==> config.mk <==
export PLATFORM = sky130hd
export DESIGN_NAME = port_data_flat
export DESIGN_NICKNAME = d
export VERILOG_FILES = /design/src/rtl/port_data_pkg.sv /design/src/rtl/port_data_if.sv /design/src/rtl/port_data_sync2.sv /design/src/rtl/port_data.sv /design/src/flat_wrapper.sv
export SDC_FILE = /design/constraint.sdc
export NUM_CORES = 1
export LEC_CHECK = 0
export ABC_AREA = 1
export CELL_PAD_IN_SITES_DETAIL_PLACEMENT = 2
export CELL_PAD_IN_SITES_GLOBAL_PLACEMENT = 2
export CORE_UTILIZATION = 31
export DETAILED_ROUTE_END_ITERATION = 16
export PLACE_DENSITY_LB_ADDON = 0.1
export SYNTH_ARGS = -nofsm -noshare
export SYNTH_HDL_FRONTEND = slang
export SYNTH_SLANG_ARGS = --single-unit
==> constraint.sdc <==
create_clock -name clk -period 2.6 [get_ports clk]
set_clock_uncertainty 0.2 [all_clocks]
set_input_delay 0.65 -clock clk [delete_from_list [all_inputs] [get_ports clk]]
set_output_delay 0.65 -clock clk [all_outputs]
set_load 0.005 [all_outputs]
==> src/rtl/port_data_pkg.sv <==
// Shared constants for the port data block: pin counts, core data/address widths and the
// file-register addresses of PORTA/PORTB/PORTC, plus the address decode helper.
package port_data_pkg;

  localparam int unsigned IO_A_WIDTH = 4;
  localparam int unsigned IO_B_WIDTH = 8;
  localparam int unsigned IO_C_WIDTH = 8;
  localparam int unsigned DATA_WIDTH = 8;
  localparam int unsigned ADDR_WIDTH = 5;

  localparam logic [ADDR_WIDTH-1:0] PORTA_ADDR = 5'd5;
  localparam logic [ADDR_WIDTH-1:0] PORTB_ADDR = 5'd6;
  localparam logic [ADDR_WIDTH-1:0] PORTC_ADDR = 5'd7;

  typedef enum logic [1:0] {
    PortNone,
    PortA,
    PortB,
    PortC
  } portSel_e;

  function automatic portSel_e decodePort(logic [ADDR_WIDTH-1:0] a);
    case (a)
      PORTA_ADDR: return PortA;
      PORTB_ADDR: return PortB;
      PORTC_ADDR: return PortC;
      default:    return PortNone;
    endcase
  endfunction

endpackage

==> src/rtl/port_data_if.sv <==
// File-register bus between the core and the port data block.
//   wrEn/rdEn  : write / read strobes
//   addr       : file-register address
//   wrData     : write data
//   rdData     : registered read data (one cycle after an accepted read)
//   rdValid    : rdData valid
// master = core side, slave = port data block.
interface port_data_if;
  import port_data_pkg::*;

  logic                  wrEn;
  logic                  rdEn;
  logic [ADDR_WIDTH-1:0] addr;
  logic [DATA_WIDTH-1:0] wrData;
  logic [DATA_WIDTH-1:0] rdData;
  logic                  rdValid;

  modport master (
    output wrEn, rdEn, addr, wrData,
    input  rdData, rdValid
  );

  modport slave (
    input  wrEn, rdEn, addr, wrData,
    output rdData, rdValid
  );

endinterface

==> src/rtl/port_data_sync2.sv <==
// Two-flop synchronizer for asynchronous pad inputs.
//   clk   : destination clock
//   rst_n : asynchronous active-low reset, clears both stages
//   d     : raw asynchronous input
//   q     : d delayed by two clk edges
module port_data_sync2 #(
  parameter int unsigned Width = 8
) (
  input  logic             clk,
  input  logic             rst_n,
  input  logic [Width-1:0] d,
  output logic [Width-1:0] q
);

  logic [Width-1:0] stage1Q;
  logic [Width-1:0] stage2Q;

  always_ff @(posedge clk or negedge rst_n) begin
    if (!rst_n) begin
      stage1Q <= '0;
      stage2Q <= '0;
    end else begin
      stage1Q <= d;
      stage2Q <= stage1Q;
    end
  end

  assign q = stage2Q;

endmodule

==> src/rtl/port_data.sv <==
// Port data block: output latches for PORTA/B/C, synchronized pin read-back and the
// PORTB change-detect (wake-up) flag.
//   clk, rst_n       : core clock, asynchronous active-low reset
//   bus              : file-register bus (slave side)
//   trisXReg         : pin direction from the TRIS block, 1 = input
//   pinX             : raw asynchronous pad inputs
//   portXOut         : output latches to the pad drivers
//   rbChange         : sticky PORTB input change flag, cleared by a PORTB read
module port_data
  import port_data_pkg::*;
(
  input  logic                  clk,
  input  logic                  rst_n,
  port_data_if.slave            bus,
  input  logic [IO_A_WIDTH-1:0] trisAReg,
  input  logic [IO_B_WIDTH-1:0] trisBReg,
  input  logic [IO_C_WIDTH-1:0] trisCReg,
  input  logic [IO_A_WIDTH-1:0] pinA,
  input  logic [IO_B_WIDTH-1:0] pinB,
  input  logic [IO_C_WIDTH-1:0] pinC,
  output logic [IO_A_WIDTH-1:0] portAOut,
  output logic [IO_B_WIDTH-1:0] portBOut,
  output logic [IO_C_WIDTH-1:0] portCOut,
  output logic                  rbChange
);

  logic [IO_A_WIDTH-1:0] syncA;
  logic [IO_B_WIDTH-1:0] syncB;
  logic [IO_C_WIDTH-1:0] syncC;

  port_data_sync2 #(.Width(IO_A_WIDTH)) u_syncA (.clk(clk), .rst_n(rst_n), .d(pinA), .q(syncA));
  port_data_sync2 #(.Width(IO_B_WIDTH)) u_syncB (.clk(clk), .rst_n(rst_n), .d(pinB), .q(syncB));
  port_data_sync2 #(.Width(IO_C_WIDTH)) u_syncC (.clk(clk), .rst_n(rst_n), .d(pinC), .q(syncC));

  // Direction only matters for PORTB change detect; A/C directions are not needed here.
  logic unusedTris;
  assign unusedTris = ^{trisAReg, trisCReg};

  portSel_e sel;
  assign sel = decodePort(bus.addr);

  logic [IO_A_WIDTH-1:0] portAQ, portAD;
  logic [IO_B_WIDTH-1:0] portBQ, portBD;
  logic [IO_C_WIDTH-1:0] portCQ, portCD;
  logic [DATA_WIDTH-1:0] rdDataQ, rdDataD;
  logic                  rdValidQ, rdValidD;
  logic [IO_B_WIDTH-1:0] rbSnapQ, rbSnapD;
  logic                  rbChangeQ, rbChangeD;
  logic                  readB;
  logic [IO_B_WIDTH-1:0] snapEff;

  // Write path: latches load regardless of TRIS.
  always_comb begin
    portAD = portAQ;
    portBD = portBQ;
    portCD = portCQ;
    if (bus.wrEn) begin
      unique case (sel)
        PortA:   portAD = bus.wrData[IO_A_WIDTH-1:0];
        PortB:   portBD = bus.wrData[IO_B_WIDTH-1:0];
        PortC:   portCD = bus.wrData[IO_C_WIDTH-1:0];
        default: ;
      endcase
    end
  end

  // Read path: always returns the synchronized pins, zero-extended. A simultaneous write
  // to the same port does not affect the value read.
  always_comb begin
    rdDataD  = rdDataQ;
    rdValidD = 1'b0;
    if (bus.rdEn) begin
      unique case (sel)
        PortA: begin
          rdDataD                 = '0;
          rdDataD[IO_A_WIDTH-1:0] = syncA;
          rdValidD                = 1'b1;
        end
        PortB: begin
          rdDataD                 = '0;
          rdDataD[IO_B_WIDTH-1:0] = syncB;
          rdValidD                = 1'b1;
        end
        PortC: begin
          rdDataD                 = '0;
          rdDataD[IO_C_WIDTH-1:0] = syncC;
          rdValidD                = 1'b1;
        end
        default: ;
      endcase
    end
  end

  // Change detect: on a PORTB read the comparison uses the freshly captured snapshot, so a
  // read clears the flag unless a mismatch against that new snapshot exists (set wins).
  always_comb begin
    readB     = bus.rdEn && (sel == PortB);
    snapEff   = readB ? syncB : rbSnapQ;
    rbSnapD   = snapEff;
    rbChangeD = (rbChangeQ && !readB) || (|((syncB ^ snapEff) & trisBReg));
  end

  always_ff @(posedge clk or negedge rst_n) begin
    if (!rst_n) begin
      portAQ    <= '0;
      portBQ    <= '0;
      portCQ    <= '0;
      rdDataQ   <= '0;
      rdValidQ  <= 1'b0;
      rbSnapQ   <= '0;
      rbChangeQ <= 1'b0;
    end else begin
      portAQ    <= portAD;
      portBQ    <= portBD;
      portCQ    <= portCD;
      rdDataQ   <= rdDataD;
      rdValidQ  <= rdValidD;
      rbSnapQ   <= rbSnapD;
      rbChangeQ <= rbChangeD;
    end
  end

  assign portAOut    = portAQ;
  assign portBOut    = portBQ;
  assign portCOut    = portCQ;
  assign bus.rdData  = rdDataQ;
  assign bus.rdValid = rdValidQ;
  assign rbChange    = rbChangeQ;

endmodule

==> src/flat_wrapper.sv <==
// flat-port wrapper written by rule: the top's interface ports become plain ports
module port_data_flat import port_data_pkg::*;
  (clk, rst_n, trisAReg, trisBReg, trisCReg, pinA, pinB, pinC, portAOut, portBOut, portCOut, rbChange, bus_wrEn, bus_rdEn, bus_addr, bus_wrData, bus_rdData, bus_rdValid);
  port_data_if bus_i ();
  input  logic clk;
  input  logic rst_n;
  input  logic [IO_A_WIDTH-1:0] trisAReg;
  input  logic [IO_B_WIDTH-1:0] trisBReg;
  input  logic [IO_C_WIDTH-1:0] trisCReg;
  input  logic [IO_A_WIDTH-1:0] pinA;
  input  logic [IO_B_WIDTH-1:0] pinB;
  input  logic [IO_C_WIDTH-1:0] pinC;
  output logic [IO_A_WIDTH-1:0] portAOut;
  output logic [IO_B_WIDTH-1:0] portBOut;
  output logic [IO_C_WIDTH-1:0] portCOut;
  output logic rbChange;
  input wire logic [$bits(bus_i.wrEn)-1:0] bus_wrEn;
  input wire logic [$bits(bus_i.rdEn)-1:0] bus_rdEn;
  input wire logic [$bits(bus_i.addr)-1:0] bus_addr;
  input wire logic [$bits(bus_i.wrData)-1:0] bus_wrData;
  output wire logic [$bits(bus_i.rdData)-1:0] bus_rdData;
  output wire logic [$bits(bus_i.rdValid)-1:0] bus_rdValid;
  assign bus_i.wrEn = bus_wrEn;
  assign bus_i.rdEn = bus_rdEn;
  assign bus_i.addr = bus_addr;
  assign bus_i.wrData = bus_wrData;
  assign bus_rdData = bus_i.rdData;
  assign bus_rdValid = bus_i.rdValid;
  port_data u_core (.clk(clk), .rst_n(rst_n), .bus(bus_i), .trisAReg(trisAReg), .trisBReg(trisBReg), .trisCReg(trisCReg), .pinA(pinA), .pinB(pinB), .pinC(pinC), .portAOut(portAOut), .portBOut(portBOut), .portCOut(portCOut), .rbChange(rbChange));
endmodule
Word level (Yosys, flattened, before mapping)
Index checks and enable logic that the tools add are counted.
{"block": "word_totals", "register_bits": 78, "in_bits": 57, "output_inout_bits": 30}
{"block": "op_classes", "eq_ne": 6, "mux": 5, "bitwise_logic": 2, "n_reduce_logical": 11}
{"operator": "$pmux W8 S3", "n": 1}
{"operator": "$eq A5 B3 Y1 const B", "n": 3}
{"operator": "$and A8 B8 Y8", "n": 1}
{"operator": "$mux W8", "n": 1}
{"operator": "$reduce_and A2 Y1", "n": 4}
{"operator": "$reduce_or A8 Y1", "n": 1}
{"operator": "$xor A8 B8 Y8", "n": 1}
{"operator": "$pmux W2 S3", "n": 1}
{"operator": "$eq A2 B2 Y1 const B", "n": 2}
{"operator": "$reduce_bool A3 Y1", "n": 1}
{"operator": "$reduce_or A3 Y1", "n": 1}
{"operator": "$eq A2 B1 Y1 const B", "n": 1}
{"operator": "$logic_and A1 B1 Y1", "n": 2}
{"operator": "$mux W1", "n": 2}
{"operator": "$logic_not A1 Y1", "n": 1}
{"operator": "$logic_or A1 B1 Y1", "n": 1}

Longest topological paths before layout
Gate-level depths: netlist (run 1).
{"block": "logic_depth", "depth_word": 9, "mapped_depth": 11, "depth_no_buf": 10}

Cells and area by module
A second synthesis (run 1) with hierarchy kept.
{"block": "unflattened", "cells_unflattened": 254, "area_unflattened_um2": 2756.4}
{"mod": "port_data", "n_inst": 1, "cells_each": 214, "area_each_um2": 1755.4}
{"mod": "port_data_sync2 at u_core.u_syncB ...", "n_inst": 2, "cells_each": 16, "area_each_um2": 400.4}
{"mod": "port_data_sync2 at u_core.u_syncA", "n_inst": 1, "cells_each": 8, "area_each_um2": 200.2}

Worst setup path after synthesis (run 1)
Ideal clock, no wire load.
{"block": "synth_path", "path_type": "input -> register", "from": "in bus_addr[4]", "to": "reg u_core.rbChangeQ (netlist: u_core.rbChange)", "setup_ns": 0.125, "arrival_ns": 1.474, "required_time_ns": 2.275, "setup_slack_ns": 0.800, "stages": 11, "n_path_buf": 1, "cell_sequence": "inv_1 nand2_4 nor2_8 nand3_4 buf_6 nand3_1 nand2_1 nand2_1 nand2_1 nor2_1 nand3_1"}
{"block": "synth_between", "elab_chain_len": 9, "word_cells_on_any_way": 13, "cone_classes": "eq/ne: 4; mux: 2; bitwise: 2; reduce/logical: 5"}
{"element": "from (decl)", "line_no": "flat_wrapper.sv:19", "rtl": "input wire logic [$bits(bus_i.addr)-1:0] bus_addr;"}
{"element": "$eq A5 B3 Y1", "line_no": "port_data_pkg.sv:23", "rtl": "case (a)"}
{"element": "$pmux W2 S3 (*)", "line_no": "port_data_pkg.sv:23"}
{"element": "$eq A2 B2 Y1 (*)", "line_no": "port_data.sv:97", "rtl": "readB = bus.rdEn && (sel == PortB);"}
{"element": "$logic_and A1 B1 Y1 (*)", "line_no": "port_data.sv:97"}
{"element": "$mux W8", "line_no": "port_data.sv:98", "rtl": "snapEff = readB ? syncB : rbSnapQ;"}
{"element": "$xor A8 B8 Y8", "line_no": "port_data.sv:100", "rtl": "rbChangeD = (rbChangeQ && !readB) || (|((syncB ^ snapEff) & trisBReg));"}
{"element": "$and A8 B8 Y8", "line_no": "port_data.sv:100"}
{"element": "$reduce_or A8 Y1", "line_no": "port_data.sv:100"}
{"element": "$logic_or A1 B1 Y1 (*)", "line_no": "port_data.sv:100"}
{"element": "net u_core.rbChangeD", "line_no": "port_data.sv:48", "rtl": "logic rbChangeQ, rbChangeD;"}
{"element": "to (signal assigned)", "line_no": "port_data.sv:119", "rtl": "rbChangeQ <= rbChangeD;"}
{"element": "to (decl)", "line_no": "port_data.sv:48"}
Mark *: on every way through the listed nets, which the timed path passes. The rest lies on a longest branch.
A chain may end at the register's enable or synchronous reset.

Worst setup path in the final report (run 1)
{"block": "layout_path", "from": "in bus_addr[2]", "to": "reg u_core.rbChangeQ (netlist: u_core.rbChange)"}
The elaborated chain is that of the path after synthesis.

==> results_dict.tcl, run 1 <==
set metrics [dict create \
    grt_pass1_wl_um 11600 \
    clock_latency_ps 340 \
    yosysMostFrequentCell "dfrtp_1" \
    grt_pass1_vias 2391 \
    clk_pin_slew_worst_paths_ps 80 \
    worst_setup_path_end_kind "register" \
    synth_area_um2 2800 \
    cts_buffers 9 \
    cts_tree "built" \
    detail-route-antenna-nets 0 \
    ys_ff_latch 78 \
    cts.sinks 78 \
    track_usage_pct 16.0 \
    core-area_um2 8720 \
    yosysSeqAreaShare_pct 69.7 \
    p_leak_uw 0.00176 \
    rsz0062_at_grt "no" \
    synthFlopType "dfrtp_1" \
    setup_ws_ps 380 \
    cts_hold_buf 0 \
    yosysTopAreaCellShare_pct 69.7 \
    post-place-ws_ps -41.7 \
    synth_cell_types 23 \
    yosys-top-cells-area "dfrtp_1 70%, nand2_1 7.4%, inv_1 3.2%, o21ai_0 2.9%, o21ai_1 2.9%" \
    post_cts_resized 0 \
    synthTopCellsByCount "78 x dfrtp_1, 55 x nand2_1, 24 x inv_1, 16 x o21ai_0, 16 x o21ai_1" \
    power_density_nw_per_um2 724 \
    clockRootBuffer "clkbuf_8" \
    syn-mean-instance-area_um2 11.1 \
    diodes 0 \
    routed_wl_um 6780 \
    r2r-end "u_core.rbChange" \
    hold_class "input port to async pin" \
    relSlewSlack_pct 66.3 \
    period_share_pct 85.4 \
    worstPathRequired_ps 2630 \
    nets 392 \
    synthArstFlopShare_pct 100 \
    grt_max_degree 43 \
    drc 0 \
    slew_violations 0 \
    area_growth_pct 37.1 \
    globalRoute.totalOverflow 0 \
    port_buffers 74 \
    tightest_slew_ps 506 \
    cts_setup_buffers 0 \
    timing.rr.start "u_core.u_syncB.q[3]" \
    synth_edf_count 0 \
    initial_core_util_pct 32.1 \
    cts_max_level 3 \
    synth_top_area_cell "dfrtp_1" \
    wl_per_cell_um 15.2 \
    fmax_mhz 450 \
    gp_congestion 0.714 \
    die_w_um 97.0 \
    die_area_um2 9410 \
    dp_hpwl_um 5000 \
    num_vias 2052 \
    ff2ff_path_depth 7 \
    final_core_util_pct 44.0 \
    cap_viol_max_count 0 \
    setup_viol 0 \
    status "finished, final reports clean" \
    post-route-min-period_ps 2220 \
    drive_gt1_share_pct 8.58 \
    firstDrtPassIters 4 \
    clockBufferDepth 2 \
    rows 34 \
    vias_per_cell 4.60 \
    ios 87 \
    path_max_fanout 32 \
    crit_type "input port to register" \
    drtIter0Drc 43 \
    synth_nets 309 \
    antenna_found_initial 0 \
    p_total_uw 2780 \
    r2r_setup_slack_ps 1350 \
    postSynthCellCount 252 \
    hold-worst-slack_ps 70.9 \
    die_h_um 97.0 \
    arrival_ps 2250 \
    peakVddDrop_mv 0.277 \
    synth_warnings 0 \
    hold_viol 0 \
    startpoint_type "input port" \
]
## per-stage QoR
step	std cells	area (um^2)	setup TNS [ps]
2_1_floorplan	252	2800	0
3_3_place_gp	432	3660	0
3_5_place_dp	432	3660	-41.7
4_1_cts	446	3840	0
5_1_grt	446	3840	0
6_report	446	3840	0
## worst max-delay path, cell delays in order
cell and delay [ps]:
clkdlybuf4s50_1 500, nand2_4 100, nor2_8 160, nand3_4 280
nand3_1 180, nand2_1 70, nand2_1 60, nand2_1 60
nor2_1 90, nand3_1 90
## logic make-up (layout without fill, tap and decap cells)
family / after synthesis / in the layout / share of synthesized area (%)
simple gates: 90 / 90 / 15.0
flops: 78 / 78 / 69.7
compound gates: 51 / 51 / 9.70
buf+inv: 33 / 119 / 5.59
## sequential cells by signal, summed over array words and instances, names as in the netlist, 8 cells and up
register                count
u_core.portBOut             8
u_core.u_syncC.stage1Q      8
u_core.bus.rdData           8
u_core.portCOut             8
u_core.u_syncB.stage1Q      8
u_core.u_syncB.q            8
u_core.u_syncC.q            8
u_core.rbSnapQ              8
## layout make-up
type / count / area, um^2
timing repair buffer: 77 / 773
sequential: 78 / 1950
tap: 108 / 135
fill: 926 / 4880
clock inverter: 4 / 50.0
clock buffer: 10 / 128
inverter: 28 / 108
multi-input combinational: 141 / 691
## power by group
| part | switching (uW) | leakage (uW) | internal (uW) |
|---|---|---|---|
| Combinational | 189 | 0.000734 | 289 |
| Clock | 426 | 0.0000842 | 432 |
| Sequential | 83.3 | 0.000943 | 1360 |
| Total | 698 | 0.00176 | 2080 |
## how the worst max path moves through the flow
stage / end / depth (start not counted) / slack (ps) / startpoint
3_3_place_gp: u_core.rbChange / 10 / 50 / bus_addr[2]
5_1_grt: u_core.rbChange / 10 / 220 / bus_addr[2]
2_1_floorplan: u_core.rbChange / 11 / 800 / bus_addr[4]
3_5_place_dp: u_core.rbChange / 10 / -40 / bus_addr[2]
4_1_cts: u_core.rbChange / 10 / 340 / bus_addr[2]
6_report: u_core.rbChange / 10 / 380 / bus_addr[2]
## layer usage
metal / GRT usage (%) / share of wire, % / up-vias
li1: - / - / 967
met1: 19.1 / 42 / 1030
met2: 26.4 / 51 / 46
met3: 6.07 / 6.2 / 9
met4: 5.51 / 1.4 / 0
met5: 0 / 0 / -
## cells in the final DEF (no fill, tap or decap), types with 2 or more instances in the layout
master           instances
nand3b_1                 2
clkinvlp_4               2
buf_4                    3
nor2_1                  12
nand2_1                 55
a21oi_1                 12
a21boi_0                 2
clkdlybuf4s50_1         73
inv_2                    3
dfrtp_1                 78
o21ai_1                 16
a31oi_1                  3
inv_1                   24
nand2_4                  2
clkbuf_8                 9
o21ai_0                 16
nand2_2                  2
nand3_1                 13
No activity file was read; power rests on OpenSTA's default activity.
==> run 2, diff against run 1 <==
--- a/config.mk
+++ b/config.mk
@@ -10,7 +10,8 @@
 export CELL_PAD_IN_SITES_GLOBAL_PLACEMENT = 2
 export CORE_UTILIZATION = 31
 export DETAILED_ROUTE_END_ITERATION = 16
-export PLACE_DENSITY_LB_ADDON = 0.1
+export PLACE_DENSITY = 0.89
+export SLEW_MARGIN = 10
 export SYNTH_ARGS = -nofsm -noshare
 export SYNTH_HDL_FRONTEND = slang
 export SYNTH_SLANG_ARGS = --single-unit
==> results_dict.tcl, run 2 (same netlist as run 1, synthesis figures left out) <==
set metrics [dict create \
    globalRoute.totalOverflow 0 \
    use_met3_pct 7.23 \
    cts_hold_buf 0 \
    hold_class "input port to async pin" \
    die_w_um 97.0 \
    cts_buffers 9 \
    port_buffers 74 \
    final_common_cell "dfrtp_1" \
    grt_pass1_wl_um 12500 \
    track_usage_pct 17.2 \
    clkPwrFrac_pct 32.3 \
    detail-route-antenna-nets 0 \
    power_density_nw_per_um2 741 \
    cap_viol_max_count 0 \
    combPwrFrac_pct 17.3 \
    clk_pin_slew_worst_paths_ps 80 \
    post_cts_resized 0 \
    grt_pass1_vias 2442 \
    diodes 0 \
    peakVddDrop_mv 0.309 \
    area_growth_pct 37.9 \
    seqPwrFrac_pct 50.4 \
    drc 0 \
    vias_per_cell 4.68 \
    grt-busiest-layer "met2" \
    die_area_um2 9410 \
    fmax_mhz 447 \
    antenna_found_initial 0 \
    use_met1_pct 19.4 \
    gp_congestion 0.687 \
    cts_max_level 3 \
    status "finished, final reports clean" \
    rows 34 \
    setup_ws_ps 361 \
    swShare_pct 25.2 \
    arrival_ps 2280 \
    period_share_pct 86.1 \
    grt_max_degree 53 \
    slew_violations 0 \
    die_h_um 97.0 \
    clock_latency_ps 350 \
    nFillCells 911 \
    layout_common_cells "78 x dfrtp_1, 73 x clkdlybuf4s50_1, 55 x nand2_1" \
    routed_wl_um 7410 \
    path_max_fanout 32 \
    core-area_um2 8720 \
    nets 392 \
    cts_tree "built" \
    stdcell_area_um2 3860 \
    ios 87 \
    initial_core_util_pct 32.1 \
    worstPathRequired_ps 2640 \
    placed_cells 432 \
    post-place-ws_ps -19.6 \
    num_vias 2097 \
    cts.sinks 78 \
    crit_type "input port to register" \
    gr-usage-met2_pct 29.1 \
    multi_input_area_um2 691 \
    p_sw_uw 721 \
    tightest_slew_ps 492 \
    wl_per_cell_um 16.5 \
    intPower_uw 2140 \
    dp_hpwl_um 5310 \
    clockBufferDepth 2 \
    cts_setup_buffers 0 \
    hold_viol 0 \
    worst_setup_path_end_kind "register" \
    regArea_um2 1950 \
    firstDrtPassIters 2 \
    p_leak_uw 0.00178 \
    startpoint_type "input port" \
    setup_viol 0 \
    drive_gt1_share_pct 9.12 \
    dpl_cell_area_um2 3660 \
    finalNonFillerCells 448 \
    relSlewSlack_pct 67.2 \
    post-route-min-period_ps 2240 \
    drtIter0Drc 43 \
    clockRootBuffer "clkbuf_8" \
    rsz0062_at_grt "no" \
]
[run 2: cell types whose count changed in the layout (fill, tap and decap cells not counted), sizes merged]
cell      before  now
clkinvlp       2    0
clkbuf        10   12
clkinv         1    3
[run 2: worst max-delay path, cell delays in order]
cell and delay, ps:
clkdlybuf4s50_1 440, inv_1 110, nand2_4 90, nor2_8 120, nand3_4 300, nand3_1 190, nand2_1 80, nand2_1 60
nand2_1 50, nor2_1 100, nand3_1 80
[run 2: per-layer routing]
metal / share of wire, % / wire length (um) / vias up
li1: - / - / 971
met3: 8.4 / 619 / 11
met2: 50 / 3680 / 63
met4: 1.4 / 104 / 0
met5: 0 / 0 / -
met1: 41 / 3000 / 1052
[run 2: power by group through the flow]
stage | Clock, uW | Combinational (uW) | Sequential [uW]
global route | 992 | 551 | 1460
finish | 924 | 494 | 1440
floorplan | 0 | 153 | 1460
detailed placement | 0 | 497 | 1470
CTS | 952 | 507 | 1450
global placement | 0 | 472 | 1450
[run 2: final timing paths]
| check | start | end | slack, ps | cells past startpoint |
|---|---|---|---|---|
| hold reg to reg | u_core.u_syncB.stage1Q[5] | u_core.u_syncB.q[5] | 150 | 0 |
| hold / removal | rst_n | u_core.rbSnapQ[1] | 20 | 1 |
| setup reg to reg | u_core.u_syncB.q[3] | u_core.rbChange | 1370 | 7 |
| max in group asynchronous | rst_n | u_core.u_syncA.q[0] | 1580 | 2 |
| min in group clk | u_core.u_syncB.stage1Q[5] | u_core.u_syncB.q[5] | 150 | 0 |
| setup / recovery | bus_addr[4] | u_core.rbChange | 360 | 11 |
[run 2: stage by stage]
step	power, uW	hold WS [ps]	util, %	TNS [ps]
final	2860	15.5	44.2	0
after floorplan	1610	131	-	0
after CTS	2900	22.1	44.2	0
after global placement	1930	133	42.0	0
after global routing	3000	29.4	44.2	0
after detailed placement	1960	136	42.0	-19.6
[run 2: final cells by class]
type	instances	share of cell area, %
Clock inverter	4	1.17
Clock buffer	12	4.02
Timing Repair Buffer	77	20.0
Tap cell	108	3.50
Sequential cell	78	50.6
Multi-Input combinational cell	141	17.9
Inverter	28	2.79
==> run 3, diff against run 2 <==
--- a/config.mk
+++ b/config.mk
@@ -8,9 +8,10 @@
 export ABC_AREA = 1
 export CELL_PAD_IN_SITES_DETAIL_PLACEMENT = 2
 export CELL_PAD_IN_SITES_GLOBAL_PLACEMENT = 2
-export CORE_UTILIZATION = 31
+export CORE_UTILIZATION = 32
+export CTS_BUF_LIST = sky130_fd_sc_hd__clkbuf_4 sky130_fd_sc_hd__clkbuf_8
 export DETAILED_ROUTE_END_ITERATION = 16
-export PLACE_DENSITY = 0.89
+export PLACE_DENSITY = 0.83
 export SLEW_MARGIN = 10
 export SYNTH_ARGS = -nofsm -noshare
 export SYNTH_HDL_FRONTEND = slang
==> results_dict.tcl, run 3 (same netlist as run 1, synthesis figures left out) <==
set metrics [dict create \
    drc 0 \
    die_h_um 95.5 \
    vias_per_cell 4.74 \
    path_delay_family "simple AND/OR/NAND/NOR gates" \
    hold_class "input port to async pin" \
    num_vias 2105 \
    diodes 0 \
    grt_pass1_vias 2332 \
    fmax_mhz 450 \
    nFillCells 873 \
    final_common_cell "dfrtp_1" \
    hold_viol 0 \
    die_area_um2 9130 \
    antenna_found_initial 0 \
    post-route-min-period_ps 2220 \
    r2r_setup_slack_ps 1320 \
    rsz0062_at_grt "no" \
    peakVddDrop_mv 0.287 \
    post_cts_resized 0 \
    firstDrtPassIters 4 \
    post-place-ws_ps 5.76 \
    grt_max_degree 39 \
    layout_common_cells "78 x dfrtp_1, 73 x clkdlybuf4s50_1, 55 x nand2_1" \
    cts_max_level 3 \
    cpMostUsedCell "nand2_1" \
    gp_congestion 0.723 \
    ff2ff_path_depth 7 \
    relSlewSlack_pct 66.6 \
    m1WireLength_um 3030 \
    dp_hpwl_um 5000 \
    cts_tree "built" \
    arrival_ps 2250 \
    cap_viol_max_count 0 \
    cts_hold_buf 0 \
    drive_gt1_share_pct 9.14 \
    status "finished, final reports clean" \
    worst_path_max_delay_cell "clkdlybuf4s50_1" \
    clk_pin_slew_worst_paths_ps 80 \
    p_leak_uw 0.00177 \
    path_cells "clkdlybuf4s50_1 -> nand2_4 -> nor2_8 -> nand3_4 -> nand3_1 -> nand2_1 -> nand2_1 -> nand2_1 -> nor2_1 -> nand3_1" \
    period_share_pct 85.4 \
    slowest_delay_ps 500 \
    die_w_um 95.5 \
    clockBufferDepth 2 \
    port_buffers 74 \
    startpoint_type "input port" \
    topRoutingLayerUsed "met4" \
    timing.rr.start "u_core.u_syncB.q[2]" \
    grt_pass1_wl_um 11900 \
    rows 33 \
    wl_per_cell_um 15.9 \
    globalRoute.totalOverflow 0 \
    worst_setup_path_end_kind "register" \
    r2r-end "u_core.rbChange" \
    initial_core_util_pct 33.6 \
    slew_violations 0 \
    path_max_fanout 32 \
    setup_ws_ps 379 \
    clockRootBuffer "clkbuf_8" \
    tightest_slew_ps 501 \
    track_usage_pct 17.7 \
    cts_buffers 9 \
    wl_met2_um 3440 \
    hold-worst-slack_ps 53.6 \
    crit_type "input port to register" \
    path_buf_inv 1 \
    dr_wl_met3_um 492 \
    drtIter0Drc 65 \
    cts_setup_buffers 0 \
    detail-route-antenna-nets 0 \
    area_growth_pct 36.9 \
    routed_wl_um 7060 \
    nets 393 \
    core-area_um2 8340 \
    setup_viol 0 \
    fin_setup_tns_ps 0 \
    worstPathRequired_ps 2630 \
    power_density_nw_per_um2 731 \
    ios 87 \
    cts.sinks 78 \
    clock_latency_ps 350 \
]
==> run 3: cell count changes in the layout (fill, tap and decap cells not counted) <==
cell and delta:
buf_4 +2, clkinvlp_4 +2, clkbuf_4 +1, clkbuf_1 -1, clkbuf_8 -2, buf_12 -1, clkinv_2 -2
==> run 3: per-stage QoR <==
| step | power (uW) | std cells | instance area [um^2] | utilization (%) |
|---|---|---|---|---|
| 5_1_grt | 2950 | 444 | 3830 | 45.9 |
| 3_3_place_gp | 1930 | 430 | 3650 | 43.8 |
| 6_report | 2800 | 444 | 3830 | 45.9 |
| 2_1_floorplan | 1610 | 252 | 2800 | - |
| 3_5_place_dp | 1950 | 430 | 3650 | 43.8 |
| 4_1_cts | 2850 | 444 | 3830 | 45.9 |
==> run 3: area by class of cell <==
cell class                      instances  area [um^2]  share of cell area [%]
Inverter                               28          108                    2.81
Clock inverter                          4         50.0                    1.31
Tap cell                              105          131                    3.43
Timing Repair Buffer                   78          768                    20.1
Clock buffer                           10          131                    3.43
Sequential cell                        78         1950                    50.9
Multi-Input combinational cell        141          691                    18.0
==> run 3: report_power, final <==
part | switching (uW) | leakage, uW | internal [uW] | total (uW)
clock network | 433 | 0.0000876 | 442 | 875
registers | 88.7 | 0.000943 | 1360 | 1450
logic | 194 | 0.000735 | 287 | 481
total | 715 | 0.00177 | 2090 | 2800
==> run 3: routing by layer <==
metal | GRT usage [%] | up-vias
li1 | - | 975
met1 | 21.4 | 1065
met2 | 28.8 | 56
met3 | 6.06 | 9
met4 | 7.46 | 0
met5 | 0 | -
==> run 3: how the worst max path moves through the flow <==
stage / slack [ps] / to / startpoint / cells past startpoint
after floorplan: 800 / u_core.rbChange / bus_addr[4] / 11
after global placement: 90 / u_core.rbChange / bus_addr[2] / 10
after detailed placement: 6 / u_core.rbChange / bus_addr[4] / 11
after CTS: 370 / u_core.rbChange / bus_addr[2] / 10
after global routing: 140 / u_core.rbChange / bus_addr[2] / 10
final: 380 / u_core.rbChange / bus_addr[2] / 10
